$ cat src/rtl/clk_div_ramp_ctrl_pkg.sv
// Shared constants and the controller state encoding for the divider ramp controller.
package clk_div_pkg;

    localparam int DIV_W       = 8;
    localparam int DIV_RST_VAL = 1;

    typedef enum logic [1:0] {
        IDLE = 2'd0,
        RAMP = 2'd1,
        DONE = 2'd2
    } ctrl_state_e;

endpackage

$ cat src/rtl/clk_div_ramp_ctrl_if.sv
// Host request handshake and divider load bus for the ramp controller.
// The host drives the request side and watches progress; the controller drives the rest.
interface clk_div_ramp_ctrl_if #(
    parameter int DW = clk_div_pkg::DIV_W
);

    logic [DW-1:0] req_div_i;
    logic          req_valid_i;
    logic          req_ready_o;
    logic          abort_i;
    logic [DW-1:0] div_data_o;
    logic          div_en_o;
    logic [DW-1:0] cur_div_o;
    logic          busy_o;
    logic          done_o;
    logic          clamp_o;

    modport master (
        output req_div_i, req_valid_i, abort_i,
        input  req_ready_o, div_data_o, div_en_o, cur_div_o, busy_o, done_o, clamp_o
    );

    modport slave (
        input  req_div_i, req_valid_i, abort_i,
        output req_ready_o, div_data_o, div_en_o, cur_div_o, busy_o, done_o, clamp_o
    );

endinterface

$ cat src/rtl/clk_div_step_tmr.sv
// Pacing timer: counts STEP_WAIT enabled cycles and emits a one-cycle tick on the last one.
// Clearing reloads the full period so the next tick lands STEP_WAIT enabled cycles later.
module clk_div_step_tmr #(
    parameter int STEP_WAIT = 16
) (
    input  logic clk_i,
    input  logic rst_n,
    input  logic clr_i,
    input  logic en_i,
    output logic tick_o
);

    localparam int            CW     = (STEP_WAIT > 1) ? $clog2(STEP_WAIT) : 1;
    localparam logic [CW-1:0] RELOAD = CW'(STEP_WAIT - 1);

    logic [CW-1:0] cnt_q;

    // Down-counter that wraps back to the full period after each tick.
    always_ff @(posedge clk_i or negedge rst_n) begin
        if (!rst_n) begin
            cnt_q <= RELOAD;
        end else if (clr_i) begin
            cnt_q <= RELOAD;
        end else if (en_i) begin
            if (cnt_q == '0) begin
                cnt_q <= RELOAD;
            end else begin
                cnt_q <= cnt_q - 1'b1;
            end
        end
    end

    assign tick_o = en_i && (cnt_q == '0);

endmodule

$ cat src/rtl/clk_div_ramp_ctrl.sv
// Divider ramp controller: accepts a target ratio, clamps it, and steps the divider
// towards it with paced one-cycle load strobes so the output clock never jumps abruptly.
module clk_div_ramp_ctrl
    import clk_div_pkg::*;
#(
    parameter int DW        = DIV_W,
    parameter int DIV_MIN   = 1,
    parameter int DIV_MAX   = 255,
    parameter int STEP      = 1,
    parameter int STEP_WAIT = 16,
    parameter int RAMP_EN   = 1
) (
    input logic                  clk_i,
    input logic                  rst_n,
    clk_div_ramp_ctrl_if.slave   bus
);

    localparam int            STEP_SAT = (DW < 31 && STEP > (2**DW) - 1) ? (2**DW) - 1 : STEP;
    localparam logic [DW-1:0] MIN_V    = DW'(DIV_MIN);
    localparam logic [DW-1:0] MAX_V    = DW'(DIV_MAX);
    localparam logic [DW-1:0] STEP_V   = DW'(STEP_SAT);
    localparam logic [DW-1:0] RST_V    = DW'(DIV_RST_VAL);

    ctrl_state_e   state_q, state_d;
    logic [DW-1:0] target_q;
    logic [DW-1:0] cur_q;
    logic [DW-1:0] data_q;
    logic          en_q;
    logic          done_q;
    logic          clamp_q;
    logic          busy_q;

    logic          accept;
    logic [DW-1:0] req_clamped;
    logic [DW-1:0] step_tgt;
    logic [DW-1:0] next_div;
    logic          load;
    logic          done_d;
    logic          tick;

    assign accept   = bus.req_valid_i && (state_q == IDLE);
    // While idle the first step is taken straight from the incoming request.
    assign step_tgt = (state_q == IDLE) ? req_clamped : target_q;

    // Clamp the request into the legal ratio range before any arithmetic uses it.
    always_comb begin
        req_clamped = bus.req_div_i;
        if (bus.req_div_i < MIN_V) begin
            req_clamped = MIN_V;
        end else if (bus.req_div_i > MAX_V) begin
            req_clamped = MAX_V;
        end
    end

    // Next ratio: move by at most STEP toward the target, landing exactly on it when close.
    always_comb begin
        next_div = step_tgt;
        if (RAMP_EN != 0) begin
            if (step_tgt > cur_q) begin
                if ((step_tgt - cur_q) > STEP_V) begin
                    next_div = cur_q + STEP_V;
                end
            end else if ((cur_q - step_tgt) > STEP_V) begin
                next_div = cur_q - STEP_V;
            end
        end
    end

    // Next-state logic; a target reached is confirmed one cycle after its load strobe.
    always_comb begin
        state_d = state_q;
        load    = 1'b0;
        done_d  = 1'b0;
        case (state_q)
            IDLE: begin
                if (accept) begin
                    if (req_clamped == cur_q) begin
                        state_d = DONE;
                        done_d  = 1'b1;
                    end else begin
                        state_d = RAMP;
                        load    = 1'b1;
                    end
                end
            end
            RAMP: begin
                if (bus.abort_i) begin
                    state_d = IDLE;
                end else if (cur_q == target_q) begin
                    state_d = DONE;
                    done_d  = 1'b1;
                end else if (tick) begin
                    load = 1'b1;
                end
            end
            DONE: begin
                state_d = IDLE;
            end
            default: begin
                state_d = IDLE;
            end
        endcase
    end

    // State, ratio tracking and registered status/strobe outputs.
    always_ff @(posedge clk_i or negedge rst_n) begin
        if (!rst_n) begin
            state_q  <= IDLE;
            target_q <= RST_V;
            cur_q    <= RST_V;
            data_q   <= RST_V;
            en_q     <= 1'b0;
            done_q   <= 1'b0;
            clamp_q  <= 1'b0;
            busy_q   <= 1'b0;
        end else begin
            state_q <= state_d;
            en_q    <= load;
            done_q  <= done_d;
            clamp_q <= accept && (req_clamped != bus.req_div_i);
            busy_q  <= (state_d != IDLE);
            if (accept) begin
                target_q <= req_clamped;
            end
            if (load) begin
                data_q <= next_div;
                cur_q  <= next_div;
            end
        end
    end

    clk_div_step_tmr #(
        .STEP_WAIT (STEP_WAIT)
    ) u_step_tmr (
        .clk_i  (clk_i),
        .rst_n  (rst_n),
        .clr_i  (accept),
        .en_i   (state_q == RAMP),
        .tick_o (tick)
    );

    assign bus.req_ready_o = (state_q == IDLE);
    assign bus.div_data_o  = data_q;
    assign bus.div_en_o    = en_q;
    assign bus.cur_div_o   = cur_q;
    assign bus.busy_o      = busy_q;
    assign bus.done_o      = done_q;
    assign bus.clamp_o     = clamp_q;

endmodule

$ cat src/flat_wrapper.sv
// flat-port wrapper written by rule: the top's interface ports become plain ports
module clk_div_ramp_ctrl_flat import clk_div_pkg::*;
#(
    parameter int DW        = DIV_W,
    parameter int DIV_MIN   = 1,
    parameter int DIV_MAX   = 255,
    parameter int STEP      = 1,
    parameter int STEP_WAIT = 16,
    parameter int RAMP_EN   = 1
)
  (clk_i, rst_n, bus_req_div_i, bus_req_valid_i, bus_abort_i, bus_req_ready_o, bus_div_data_o, bus_div_en_o, bus_cur_div_o, bus_busy_o, bus_done_o, bus_clamp_o);
  clk_div_ramp_ctrl_if #(.DW(DW)) bus_i ();
  input logic clk_i;
  input logic rst_n;
  input wire logic [$bits(bus_i.req_div_i)-1:0] bus_req_div_i;
  input wire logic [$bits(bus_i.req_valid_i)-1:0] bus_req_valid_i;
  input wire logic [$bits(bus_i.abort_i)-1:0] bus_abort_i;
  output wire logic [$bits(bus_i.req_ready_o)-1:0] bus_req_ready_o;
  output wire logic [$bits(bus_i.div_data_o)-1:0] bus_div_data_o;
  output wire logic [$bits(bus_i.div_en_o)-1:0] bus_div_en_o;
  output wire logic [$bits(bus_i.cur_div_o)-1:0] bus_cur_div_o;
  output wire logic [$bits(bus_i.busy_o)-1:0] bus_busy_o;
  output wire logic [$bits(bus_i.done_o)-1:0] bus_done_o;
  output wire logic [$bits(bus_i.clamp_o)-1:0] bus_clamp_o;
  assign bus_i.req_div_i = bus_req_div_i;
  assign bus_i.req_valid_i = bus_req_valid_i;
  assign bus_i.abort_i = bus_abort_i;
  assign bus_req_ready_o = bus_i.req_ready_o;
  assign bus_div_data_o = bus_i.div_data_o;
  assign bus_div_en_o = bus_i.div_en_o;
  assign bus_cur_div_o = bus_i.cur_div_o;
  assign bus_busy_o = bus_i.busy_o;
  assign bus_done_o = bus_i.done_o;
  assign bus_clamp_o = bus_i.clamp_o;
  clk_div_ramp_ctrl #(.DW(DW), .DIV_MIN(DIV_MIN), .DIV_MAX(DIV_MAX), .STEP(STEP), .STEP_WAIT(STEP_WAIT), .RAMP_EN(RAMP_EN)) u_core (.clk_i(clk_i), .rst_n(rst_n), .bus(bus_i));
endmodule
$ cat config.mk
export PLATFORM = sky130hd
export DESIGN_NAME = clk_div_ramp_ctrl_flat
export DESIGN_NICKNAME = d
export VERILOG_FILES = /design/src/rtl/clk_div_ramp_ctrl_pkg.sv /design/src/rtl/clk_div_ramp_ctrl_if.sv /design/src/rtl/clk_div_step_tmr.sv /design/src/rtl/clk_div_ramp_ctrl.sv /design/src/flat_wrapper.sv
export SDC_FILE = /design/constraint.sdc
export NUM_CORES = 1
export LEC_CHECK = 0
export ABC_CLOCK_PERIOD_IN_PS = 5500
export BUFFER_PORTS_ARGS = -buffer_cell sky130_fd_sc_hd__buf_2
export CAP_MARGIN = 40
export CORE_UTILIZATION = 30
export CTS_CLUSTER_SIZE = 16
export DETAILED_ROUTE_END_ITERATION = 7
export PLACE_DENSITY = 0.57
export SLEW_MARGIN = 40
export SYNTH_ARGS = -nofsm -noshare
export SYNTH_HDL_FRONTEND = slang
export SYNTH_SLANG_ARGS = --single-unit
export TNS_END_PERCENT = 10
$ cat constraint.sdc
create_clock -name clk_i -period 5.5 [get_ports clk_i]
set_clock_uncertainty 0.2 [all_clocks]
set_input_delay 0.275 -clock clk_i [delete_from_list [all_inputs] [get_ports clk_i]]
set_output_delay 0.275 -clock clk_i [all_outputs]
set_load 0.005 [all_outputs]
==> impl_metrics.toml <==
[die]
std_cell_rows = 32
coreArea_um2 = 7850
dieHeight_um = 93.0
fp.dieArea_um2 = 8650
die_x_um = 93.0
start_util_pct = 31.6
boundaryPins = 33

[worst_setup_path]
cp-start-kind = "input pin"
end_kind = "flop"
cp_max_fo = 13
arrival_ps = 4480
cp_data_required_time_ps = 5460
criticalPathCategory = "in -> reg"

[sta]
finalCritPeriodShare_pct = 82.2
fmax_mhz = 221
fin_ws_ps = 978
setup_viol = 0
worst_pin_slew_ps = 784
slew_viol_final = 0
finalHoldViolations = 0
rsz0062_at_grt = "no"
fin_crit_ps = 4520
relSlewSlack_pct = 47.3
tns_ps = 0

[synth]
synth-simple-area-share_pct = 18.1
syn_inst = 286
yosysUniqueCellTypes = 57
synth_compound_area_share_pct = 18.0
synth_most_common_cell = "xnor2_1"
ys_ff_latch = 26
synth_top_family_by_area = "simple AND/OR/NAND/NOR gates"
avgSynthCellArea_um2 = 8.68
synth.largest_area_cell = "dfrtp_1"
synthesis.area_um2 = 2480
synth_edf_count = 0
synthAdderAreaFrac_pct = 7.36
synth-xor-area-share_pct = 10.6
synthTopCellsByArea = "dfrtp_1 (20%), xnor2_1 (9.5%), ha_1 (6.5%), dfstp_2 (6.3%), mux2_2 (5.0%)"
synthArstFlopShare_pct = 100
yosys.area.top_type_share_pct = 20.2
synth.net_count = 312
yosysSeqAreaShare_pct = 26.5
synth_common_cells = "xnor2_1 (27), dfrtp_1 (20), nor2_1 (18), inv_1 (17)"
synthMuxAreaShare_pct = 10.8
synth_ff_type = "dfrtp_1"
synth_warnings = 0

[detailed_routing]
route.detailed.drc = 0
met3WireLength_um = 266
dr.pass1.iters = 4
dr.first_iter.drc_count = 121
wl_per_cell_um = 15.9
dr.max_layer_used = "met4"
dr_total_vias = 2133
drt_wl_total_um = 6380
viasPerCell = 5.31
drtAntennaViolNets = 0
wl_met1_um = 3070
dr_wl_met2_um = 2990

[cts]
insertion_delay_ps = 270
clock_sinks = 26
clkTransAtPathRegs_ps = 100
cts_tree = "built"
htree_num_levels = 1
root_buffer = "clkbuf_8"
numCtsBuffers = 3
cts_buffer_depth = 2
post_cts_resize_count = 0

[global_route]
grt_max_degree = 27
grt_pass1_vias = 2080
grt_first_pass_wirelength_um = 10600
antenna_found_initial = 0
gr-usage-all-layers_pct = 15.5
grt_overflow = 0

[cells_and_area]
drive_gt1_share_pct = 22.0
syn_to_final_growth_pct = 10.0
fin_util_pct = 34.8
num_antenna_cells = 0
fin_nets = 327

[power_and_ir_drop]
power.density_nw_per_um2 = 583
p_leak_nw = 1.14
total_power_w = 0.00159
peakVddDrop_v = 0.000135

[outcome]
outcome = "finished, final reports clean"

[placement]
dp_slack_ps = 1080
portBuffers = 32
place_hpwl_um = 5120
place_congestion = 0.885

[job]
maxCapViolCount = 0

[worst_hold_path]
hp-class = "in -> reg"
-- layout make-up --
| type | count | area [um^2] |
|---|---|---|
| clock buffer | 3 | 41.3 |
| clock inverter | 1 | 30.0 |
| fill | 835 | 5110 |
| inverter | 19 | 71.3 |
| multi-input combinational | 215 | 1610 |
| sequential | 26 | 658 |
| tap | 102 | 128 |
| timing repair buffer | 36 | 195 |
-- where the power goes --
group          internal (W)  switching, W
Combinational      0.000466      0.000576
Sequential         0.000266      0.000123
Clock             0.0000974     0.0000649
Total              0.000829      0.000764
-- logic make-up (layout without fill, tap and decap cells) --
group,count (synthesis),count (layout)
DFF,26,26
adders and majority gates,14,14
xor gates and xnor gates,30,30
AOI/OAI and AO/OA,64,64
muxes,24,24
and+or+nand+nor,83,83
buffers and inverters,45,59
-- worst max-delay path: stages --
cell	delay [ps]
dlygate4sd3_1	530
buf_2	140
a21oi_1	280
nand2_1	80
o21ai_0	130
ha_1	220
inv_1	60
fa_1	400
a211o_1	310
o21ai_2	80
xnor2_1	80
or4_1	490
or4_1	760
mux2_1	420
a2bb2oi_1	150
o21ai_1	80
-- placed cells by master (no fill, tap or decap), types with 3 or more instances in the layout --
| master | instances |
|---|---|
| nand2b_1 | 4 |
| o21ai_1 | 7 |
| mux2_2 | 11 |
| clkbuf_8 | 3 |
| nor2_1 | 18 |
| nand3b_1 | 4 |
| o21a_1 | 5 |
| mux2_1 | 3 |
| ha_1 | 13 |
| nor3_1 | 12 |
| buf_2 | 32 |
| xor2_1 | 3 |
| nand3_1 | 9 |
| o21ai_0 | 6 |
| or4_1 | 4 |
| xnor2_1 | 27 |
| a21oi_1 | 11 |
| nand4_1 | 5 |
| dfrtp_1 | 20 |
| mux2i_1 | 8 |
| a31oi_1 | 7 |
| dfstp_2 | 6 |
| a211oi_1 | 4 |
| inv_1 | 17 |
| a2bb2oi_1 | 5 |
| or3_1 | 3 |
| nand2_1 | 13 |
-- sequential cells by signal (all words and copies together) (netlist names) --
| register | cells |
|---|---|
| u_core.u_step_tmr.cnt_q | 4 |
| u_core.state_q | 2 |
| u_core.bus.div_en_o | 1 |
| u_core.bus.busy_o | 1 |
| u_core.bus.div_data_o | 8 |
| u_core.bus.clamp_o | 1 |
| u_core.target_q | 8 |
| u_core.bus.done_o | 1 |
-- final timing paths --
path	from	endpoint	slack, ps	cells after the start
min	bus_abort_i	u_core.bus.busy_o$_DFF_PN0_	100	3
max reg2reg	u_core.state_q[1]$_DFF_PN0_	u_core.bus.div_data_o[3]$_DFFE_PN0P_	1020	12
min reg2reg	u_core.target_q[0]$_DFFE_PN1P_	u_core.target_q[0]$_DFFE_PN1P_	310	2
max in group asynchronous	rst_n	u_core.bus.div_data_o[2]$_DFFE_PN0P_	4370	2
max	bus_req_div_i[0]	u_core.bus.div_data_o[3]$_DFFE_PN0P_	980	16
min in group asynchronous	rst_n	u_core.bus.clamp_o$_DFF_PN0_	320	2
-- metrics by stage --
| step | cells | instance area (um^2) | hold WS [ps] |
|---|---|---|---|
| floorplan | 286 | 2480 | -221 |
| global placement | 396 | 2640 | 115 |
| detailed placement | 396 | 2640 | 115 |
| CTS | 402 | 2730 | 87.5 |
| global route | 402 | 2730 | 99.9 |
| finish | 402 | 2730 | 95.2 |
-- timing repair --
item,CTS,global route
endpoints found under the setup margin,0,0
setup buffers,0,0
hold buffers,2,0
hold endpoints to repair,21,0
-- per-layer routing --
layer	global-route usage [%]	vias to the layer above
met5	0	-
met4	3.59	0
met3	1.46	4
met2	25.6	54
met1	21.7	1030
li1	-	1045
(Power assumes the default switching activity.)
